--- config.mk ---
export PLATFORM = sky130hd
export DESIGN_NAME = ulpi_rx_decoder
export DESIGN_NICKNAME = d
export VERILOG_FILES = /design/src/rtl/ulpi_rx_decoder.sv
export SDC_FILE = /design/constraint.sdc
export NUM_CORES = 1
export LEC_CHECK = 0
export CAP_MARGIN = 20
export CORE_MARGIN = 2
export CORE_UTILIZATION = 25
export DETAILED_ROUTE_END_ITERATION = 7
export SLEW_MARGIN = 20
export SYNTH_ARGS = -nofsm -noshare
export SYNTH_HDL_FRONTEND = slang
export SYNTH_SLANG_ARGS = --single-unit
--- constraint.sdc ---
create_clock -name i_clk -period 1.9 [get_ports i_clk]
set_input_delay 0.19 -clock i_clk [delete_from_list [all_inputs] [get_ports i_clk]]
set_output_delay 0.19 -clock i_clk [all_outputs]
set_load 0.05 [all_outputs]
--- src/rtl/ulpi_rx_decoder.sv ---
// ulpi_rx_decoder: passive decoder for the PHY-driven half of the ULPI bus.
// It follows dir/nxt turnaround and sorts each PHY byte into one of three
// kinds: RX CMD status, USB receive data or register-read data. Received
// packet bytes leave through a one-byte hold, so eop can be attached to the
// final byte.
module ulpi_rx_decoder #(
  parameter int unsigned MAX_PKT_BYTES = 1027,
  parameter int unsigned LEN_W         = 11
) (
  input  logic             i_clk,
  input  logic             i_rst,
  input  logic             i_dir,
  input  logic             i_nxt,
  input  logic [7:0]       i_data,
  input  logic             i_reg_rd_pending,
  output logic [1:0]       o_linestate,
  output logic [1:0]       o_vbus_state,
  output logic             o_rx_active,
  output logic             o_host_disconnect,
  output logic             o_id,
  output logic             o_alt_int,
  output logic             o_rxcmd_valid,
  output logic [7:0]       o_pkt_data,
  output logic             o_pkt_valid,
  output logic             o_pkt_sop,
  output logic             o_pkt_eop,
  output logic             o_pkt_err,
  output logic [LEN_W-1:0] o_pkt_len,
  output logic [7:0]       o_reg_data,
  output logic             o_reg_valid,
  output logic             o_reg_abort
);

  localparam logic [LEN_W-1:0] LP_MAX = LEN_W'(MAX_PKT_BYTES);
  localparam logic [LEN_W-1:0] LP_SAT = LEN_W'(MAX_PKT_BYTES + 1);

  typedef enum logic [2:0] {
    S_IDLE,
    S_TURN_IN,
    S_RX_CMD_DATA,
    S_REG_DATA,
    S_TURN_OUT
  } state_t;

  state_t           r_state;
  logic             r_pkt_open;
  logic             r_err;
  logic [LEN_W-1:0] r_len;
  logic [7:0]       r_hold;
  logic             r_hold_vld;
  logic             r_first;

  logic             w_in_rx;
  logic [1:0]       w_ev;
  logic             w_rxcmd;
  logic             w_byte;
  logic             w_new_active;
  logic             w_open_implicit;
  logic             w_dir_lost;
  logic             w_close;
  logic             w_close_err;

  // Classify the current bus cycle and decide whether the open packet closes.
  always_comb begin
    w_in_rx         = (r_state == S_RX_CMD_DATA);
    w_ev            = i_data[5:4];
    w_rxcmd         = w_in_rx && i_dir && !i_nxt;
    w_byte          = w_in_rx && i_dir && i_nxt;
    // RxEvent 01 and 11 mean "receive active"; 00 and 10 mean it is not.
    w_new_active    = w_ev[0];
    w_open_implicit = (r_state == S_IDLE) && i_dir && i_nxt;
    w_dir_lost      = r_pkt_open && !i_dir &&
                      ((r_state == S_TURN_IN) || w_in_rx);
    // A falling dir edge cannot carry data, so a close always takes priority
    // over a byte arriving on the same edge.
    w_close         = w_dir_lost ||
                      (r_pkt_open && w_rxcmd && o_rx_active && !w_new_active);
    w_close_err     = r_err || w_dir_lost;
  end

  // Bus FSM with its registered status, register-read and abort outputs.
  always_ff @(posedge i_clk) begin
    if (i_rst) begin
      r_state           <= S_IDLE;
      o_linestate       <= 2'b00;
      o_vbus_state      <= 2'b00;
      o_rx_active       <= 1'b0;
      o_host_disconnect <= 1'b0;
      o_id              <= 1'b0;
      o_alt_int         <= 1'b0;
      o_rxcmd_valid     <= 1'b0;
      o_reg_data        <= '0;
      o_reg_valid       <= 1'b0;
      o_reg_abort       <= 1'b0;
    end else begin
      o_rxcmd_valid <= 1'b0;
      o_reg_valid   <= 1'b0;
      o_reg_abort   <= 1'b0;
      case (r_state)
        S_IDLE: begin
          if (i_dir) begin
            r_state <= S_TURN_IN;
            if (i_nxt) begin
              o_rx_active <= 1'b1;
              o_reg_abort <= i_reg_rd_pending;
            end
          end
        end
        S_TURN_IN: begin
          if (!i_dir) begin
            r_state <= S_IDLE;
            if (w_dir_lost) o_rx_active <= 1'b0;
          end else if (i_reg_rd_pending && !r_pkt_open) begin
            r_state <= S_REG_DATA;
          end else begin
            r_state <= S_RX_CMD_DATA;
          end
        end
        S_REG_DATA: begin
          if (!i_dir) begin
            r_state <= S_IDLE;
          end else begin
            o_reg_data  <= i_data;
            o_reg_valid <= 1'b1;
            r_state     <= S_RX_CMD_DATA;
          end
        end
        S_RX_CMD_DATA: begin
          if (!i_dir) begin
            r_state <= S_TURN_OUT;
            if (w_dir_lost) o_rx_active <= 1'b0;
          end else if (!i_nxt) begin
            o_linestate       <= i_data[1:0];
            o_vbus_state      <= i_data[3:2];
            o_id              <= i_data[6];
            o_alt_int         <= i_data[7];
            o_rx_active       <= w_new_active;
            o_host_disconnect <= (w_ev == 2'b10);
            o_rxcmd_valid     <= 1'b1;
          end
        end
        S_TURN_OUT: r_state <= S_IDLE;
        default:    r_state <= S_IDLE;
      endcase
    end
  end

  // Packet framing: one-byte hold, length count, error latch and beat output.
  always_ff @(posedge i_clk) begin
    if (i_rst) begin
      r_pkt_open  <= 1'b0;
      r_err       <= 1'b0;
      r_len       <= '0;
      r_hold      <= '0;
      r_hold_vld  <= 1'b0;
      r_first     <= 1'b0;
      o_pkt_data  <= '0;
      o_pkt_valid <= 1'b0;
      o_pkt_sop   <= 1'b0;
      o_pkt_eop   <= 1'b0;
      o_pkt_err   <= 1'b0;
      o_pkt_len   <= '0;
    end else begin
      o_pkt_valid <= 1'b0;
      o_pkt_sop   <= 1'b0;
      o_pkt_eop   <= 1'b0;
      o_pkt_err   <= 1'b0;
      o_pkt_len   <= '0;
      if (w_close) begin
        if (r_hold_vld) begin
          o_pkt_data  <= r_hold;
          o_pkt_valid <= 1'b1;
          o_pkt_sop   <= r_first;
          o_pkt_eop   <= 1'b1;
          o_pkt_err   <= w_close_err;
          o_pkt_len   <= r_len;
        end
        r_err      <= w_close_err;
        r_pkt_open <= 1'b0;
        r_hold_vld <= 1'b0;
        r_first    <= 1'b0;
      end else if (w_open_implicit) begin
        r_pkt_open <= 1'b1;
        r_err      <= 1'b0;
        r_len      <= '0;
        r_hold_vld <= 1'b0;
        r_first    <= 1'b1;
      end else if (w_byte) begin
        if (!r_pkt_open) begin
          r_pkt_open <= 1'b1;
          r_err      <= 1'b0;
          r_len      <= LEN_W'(1);
          r_hold     <= i_data;
          r_hold_vld <= 1'b1;
          r_first    <= 1'b1;
        end else if (r_len < LP_MAX) begin
          if (r_hold_vld) begin
            o_pkt_data  <= r_hold;
            o_pkt_valid <= 1'b1;
            o_pkt_sop   <= r_first;
            r_first     <= 1'b0;
          end
          r_hold     <= i_data;
          r_hold_vld <= 1'b1;
          r_len      <= r_len + 1'b1;
        end else begin
          // Past the limit: the last accepted byte stays held for eop and
          // extra bytes are only counted (saturating).
          r_len <= LP_SAT;
          r_err <= 1'b1;
        end
      end else if (w_rxcmd && (w_ev == 2'b11)) begin
        r_err <= 1'b1;
      end
    end
  end

endmodule

After elaboration in Yosys (flattened, before gate mapping)

Index checks and enable logic that the tools add are counted.

Logic and storage cells: 145
Register bits after elaboration: 68
Output and inout port bits: 42
Input port bits: 13

Reductions and logical operators: 43
Multiplexer cells: 54
Equality and inequality tests: 15
$lt $le $gt $ge: 1
Bitwise gates (word level): 8
Add/sub/neg operators: 1

Operators with widths:

| operator              | number |
|---|---|
| $mux 8                | 8 |
| $mux 11               | 4 |
| $mux 1                | 36 |
| $logic_and 1x1->1     | 12 |
| $pmux 3 s4            | 1 |
| $add 11x1->11 const B | 1 |
| $lt 11x11->1 const B  | 1 |
| $reduce_and 2->1      | 5 |
| $reduce_or 3->1       | 3 |
| $ne 2x2->1 const B    | 4 |
| $not 1->1             | 8 |
| $reduce_and 4->1      | 2 |
| $reduce_bool 2->1     | 4 |
| $eq 3x2->1 const B    | 2 |
| $mux 3                | 2 |
| $ne 3x1->1 const B    | 2 |
| $reduce_and 3->1      | 2 |
| $reduce_or 2->1       | 3 |
| $ne 5x5->1 const B    | 1 |
| $reduce_and 5->1      | 1 |
| $eq 2x2->1 const B    | 2 |
| $logic_not 1->1       | 4 |
| $mux 2                | 2 |
| $ne 2x1->1 const B    | 2 |
| other kinds (8)       | 10 |

Logic depth before layout (Yosys ltp)

Depth in word-level cells: 9
Mapped depth: 8
Depth with buffers taken out: 5

Least setup slack after synthesis

Ideal clock, no wire load.

Path kind: flip-flop to flip-flop
From: register o_rx_active
To: register o_pkt_data[0]
Data required time: 1.780 ns
Stages on the path, launching flop included: 7
Arrival time: 1.472 ns
Period minus slack after synthesis: 1.592 ns
Path buffers: 1
Slack: 0.308 ns
Library setup time: 0.120 ns
Cells stage by stage: dfxtp_1 > nand3b_1 > nor4_4 > o21ai_2 > o21a_1 > buf_6 > mux2i_1

Cells in the longest elaborated chain, start to end: 5
Elaborated cells on any way between the ends: 9
Classes of those cells: 1 x eq/ne; 1 x mux; 7 x reduce/logical

Ends and longest elaborated chain:

| element                                                   | RTL line | source |
|---|---|---|
| start, declared                                           | 18       | `output logic o_rx_active,` |
| start signal, assigned                                    | 137      | `o_rx_active <= w_new_active;` |
| $logic_and 1x1->1 * (2 in a row)                          | 77       | `(r_pkt_open && w_rxcmd && o_rx_active && !w_new_active);` |
| $logic_or 1x1->1 *                                        | 76       | `w_close = w_dir_lost \|\|` |
| $ne 2x1->1 (no line) or $reduce_bool 2->1 (tied branches) | --       |  |
| $reduce_and 4->1 (no line)                                | --       |  |
| end signal, assigned                                      | 171      | `o_pkt_data <= r_hold;` |
| end signal, assigned                                      | 198      | `o_pkt_data <= r_hold;` |
| end, declared                                             | 23       | `output logic [7:0] o_pkt_data,` |

Every way passes the cells marked *; elsewhere a longest branch is shown, timed or not.
A chain may end at the register's enable or synchronous reset.

Worst setup path after layout

From: register o_rx_active
To: output o_rx_active

No word-level cell between the ends.

==> impl_metrics.toml <==
[grt]
antenna_found_initial = 0
overflow = 0
grt_pass1_vias = 2088
grt_max_degree = 33
grt_usage_pct = 11.48
grt_pass1_wl_um = 10380

[critical_path]
cp_top_family = "buffers and inverters"
end_kind = "output pin"
critPathMaxStageDelay_ns = 0.82
cp_max_fo = 3
reg2regPathDepth = 7
reg2reg_from = "r_state[1]"
slowest_stage = "clkdlybuf4s50_1"
crit_arrival_ns = 1.55
rrSetupSlack_ns = 0.23
crit_buf_inv = 1
cp.required_ns = 1.71
critical_path_class = "reg2out"
worstSetupStartpointType = "register"
crit_chain = "clkdlybuf4s50_1"
reg2reg_to = "o_pkt_len[1]"

[yosys]
synthSimpleGateAreaFrac_pct = 27.67
synth.net_count = 296
synth_top_area_share_pct = 49.93
synth-edff-count = 0
ys_seq_area_share_pct = 49.93
synth_cell_type_count = 45
yosysMostFrequentCell = "dfxtp_1"
synth_xor_area_share_pct = 2.249
syn_inst = 282
syn_area_mm2 = 0.002726
synthTopCellsByCount = "dfxtp_1 (68), nand2_1 (31), nand2b_1 (22)"
synth-async-reset-ratio_pct = 0
synth_top_flop_cell = "dfxtp_1"
avgSynthCellArea_um2 = 9.668
synth_top_family_by_area = "simple AND/OR/NAND/NOR gates"
ys_warn_count = 0
synth_area_leaders = "dfxtp_1 (50%), mux2i_1 (5.5%), nand2b_1 (5.0%)"
synthMuxAreaShare_pct = 5.507
synth_compound_area_share_pct = 10.60
ys_seq_elements = 68
yosys.area.top_type = "dfxtp_1"
synthAdderAreaFrac_pct = 0.4589

[placed_design]
port_buffers = 54
dpl_cell_area_mm2 = 0.003556
dp_slack_ns = -0.08195
dpl.hpwl_um = 4679
dp.cells = 483
gp_congestion = 0.7913

[pwr]
vdd_drop_max_v = 0.0003134
p_per_area_mw_per_mm2 = 819.0
p_leak_nw = 1.386

[die]
die-area_mm2 = 0.01176
die_h_um = 108.4
num_rows = 38
ios = 55
core_mm2 = 0.01075
die_width_um = 108.4
start_util_pct = 25.37

[routing]
firstDrtPassIters = 4
vias = 2179
dr_wl_met2_um = 2824
via_per_inst = 4.367
wirelength_um = 6331
wl_met3_um = 314
drt_drc_violations_left = 0
wire_per_inst_um = 12.69
drtIter0Drc = 88
highest-signal-layer = "met4"
met1_length_um = 2995
ant_nets = 0

[timing]
whs_ns = 0.2023
drv_slew = 0
rsz0062_at_grt = "no"
fin_crit_ns = 1.743
skew_ns = 0.01030
fmax_mhz = 573.8
hold_violations = 0
finalCritPeriodShare_pct = 91.73
worst_slew_pin_slew_ns = 0.5426
setup_slack_ns = 0.1572
setup_viol = 0
relSlewSlack_pct = 63.72

[hold_path]
whs_path_depth = 2
whs_endpoint = "r_len[10]"
hold_path_class = "in2reg"
min-delay-start = "i_rst"

[cts]
worstSkewPairLatency_ns = 0.36
post_cts_resized = 0
htreeDepth = 3
clk_pin_slew_ns = 0.07
post-cts-setup-buffers = 0
cts_tree = "yes"
cts_root_buf = "clkbuf_8"
cts_buffers = 9
clk_path_buf_depth = 2
postCtsHoldBufs = 0
clkSinkCount = 68

[job]
cap_violations = 0

[layout]
syn_to_final_growth_pct = 39.74
nNetsFinal = 368
fin_area_mm2 = 0.003810
finalNonFillerCells = 499
insertedDiodeCount = 0
drive_above_1_share_pct = 14.76

[outcome]
status = "finished clean"
## final cells by class
class,instances,area (um^2)
clock buffers,12,155.1
repair buffers,79,748.2
flip-flops and latches,68,1361
inverters,1,3.754
well taps,140,175.2
fillers,1112,6935
multi-input cells,195,1271
clock inverters,4,95.09
## per-layer routing
layer,vias up,track usage [%]
met1,1005,14.90
met3,16,3.556
met2,50,16.88
met5,-,0
li1,1108,-
met4,0,6.319
## layout by cell type (no fill, tap or decap), types with 3 or more instances in the layout
| master | Yosys | final |
|---|---|---|
| dfxtp_1 | 68 | 68 |
| clkdlybuf4s50_1 | 0 | 53 |
| nand2_1 | 31 | 31 |
| buf_4 | 1 | 23 |
| nor2_1 | 21 | 21 |
| nand2b_1 | 22 | 21 |
| a21oi_1 | 18 | 18 |
| mux2i_1 | 15 | 15 |
| and2_1 | 11 | 11 |
| clkbuf_8 | 0 | 11 |
| nand3b_1 | 10 | 10 |
| o21ai_1 | 10 | 10 |
| xor2_1 | 5 | 5 |
| nand3_1 | 5 | 5 |
| nor3_1 | 5 | 5 |
| nor4_4 | 3 | 3 |
| nand4_1 | 3 | 3 |
| nor2b_1 | 3 | 3 |
| bufinv_16 | 0 | 3 |
## metrics by stage
| step | power (mW) | util (%) | TNS [ns] |
|---|---|---|---|
| floorplan | 1.583 | - | 0 |
| global placement | 1.665 | 33.09 | -0.03447 |
| detailed placement | 1.668 | 33.09 | -0.4562 |
| CTS | 3.152 | 35.42 | 0 |
| global route | 3.231 | 35.46 | 0 |
| finish | 3.120 | 35.46 | 0 |
## cell families (layout without fill, tap and decap cells)
logic type	count (synthesis)	count (layout)
AO/OA/AOI/OAI	44	44
XOR/XNOR	7	7
adder cells (fa/ha/maj)	1	1
buffers and inverters	19	96
flip-flops	68	68
multiplexers	15	15
AND/OR/NAND/NOR	128	128
## power breakdown
group	internal, mW	switching, mW
Clock	0.942	0.543
Combinational	0.0852	0.102
Sequential	1.44	0.0108
## flip-flops by register name, summed over array words and instances (netlist names), 2 cells and up
signal and cells:
o_reg_data 8, r_state 3, o_vbus_state 2, r_hold 8, o_linestate 2, r_len 11
o_pkt_data 8, o_pkt_len 11
## worst max path at each step
stage,slack (ns),to,cells after the start,from
floorplan,0.31,o_pkt_data[0],6,o_rx_active
global placement,-0.005,o_pkt_data[6],6,i_dir
detailed placement,-0.08,o_pkt_data[5],6,i_dir
CTS,0.09,o_pkt_data[5],5,r_state[1]
global route,0.06,o_pkt_len[2],7,r_state[1]
finish,0.16,o_rx_active,1,o_rx_active
Power figures use the tool's default switching activity.
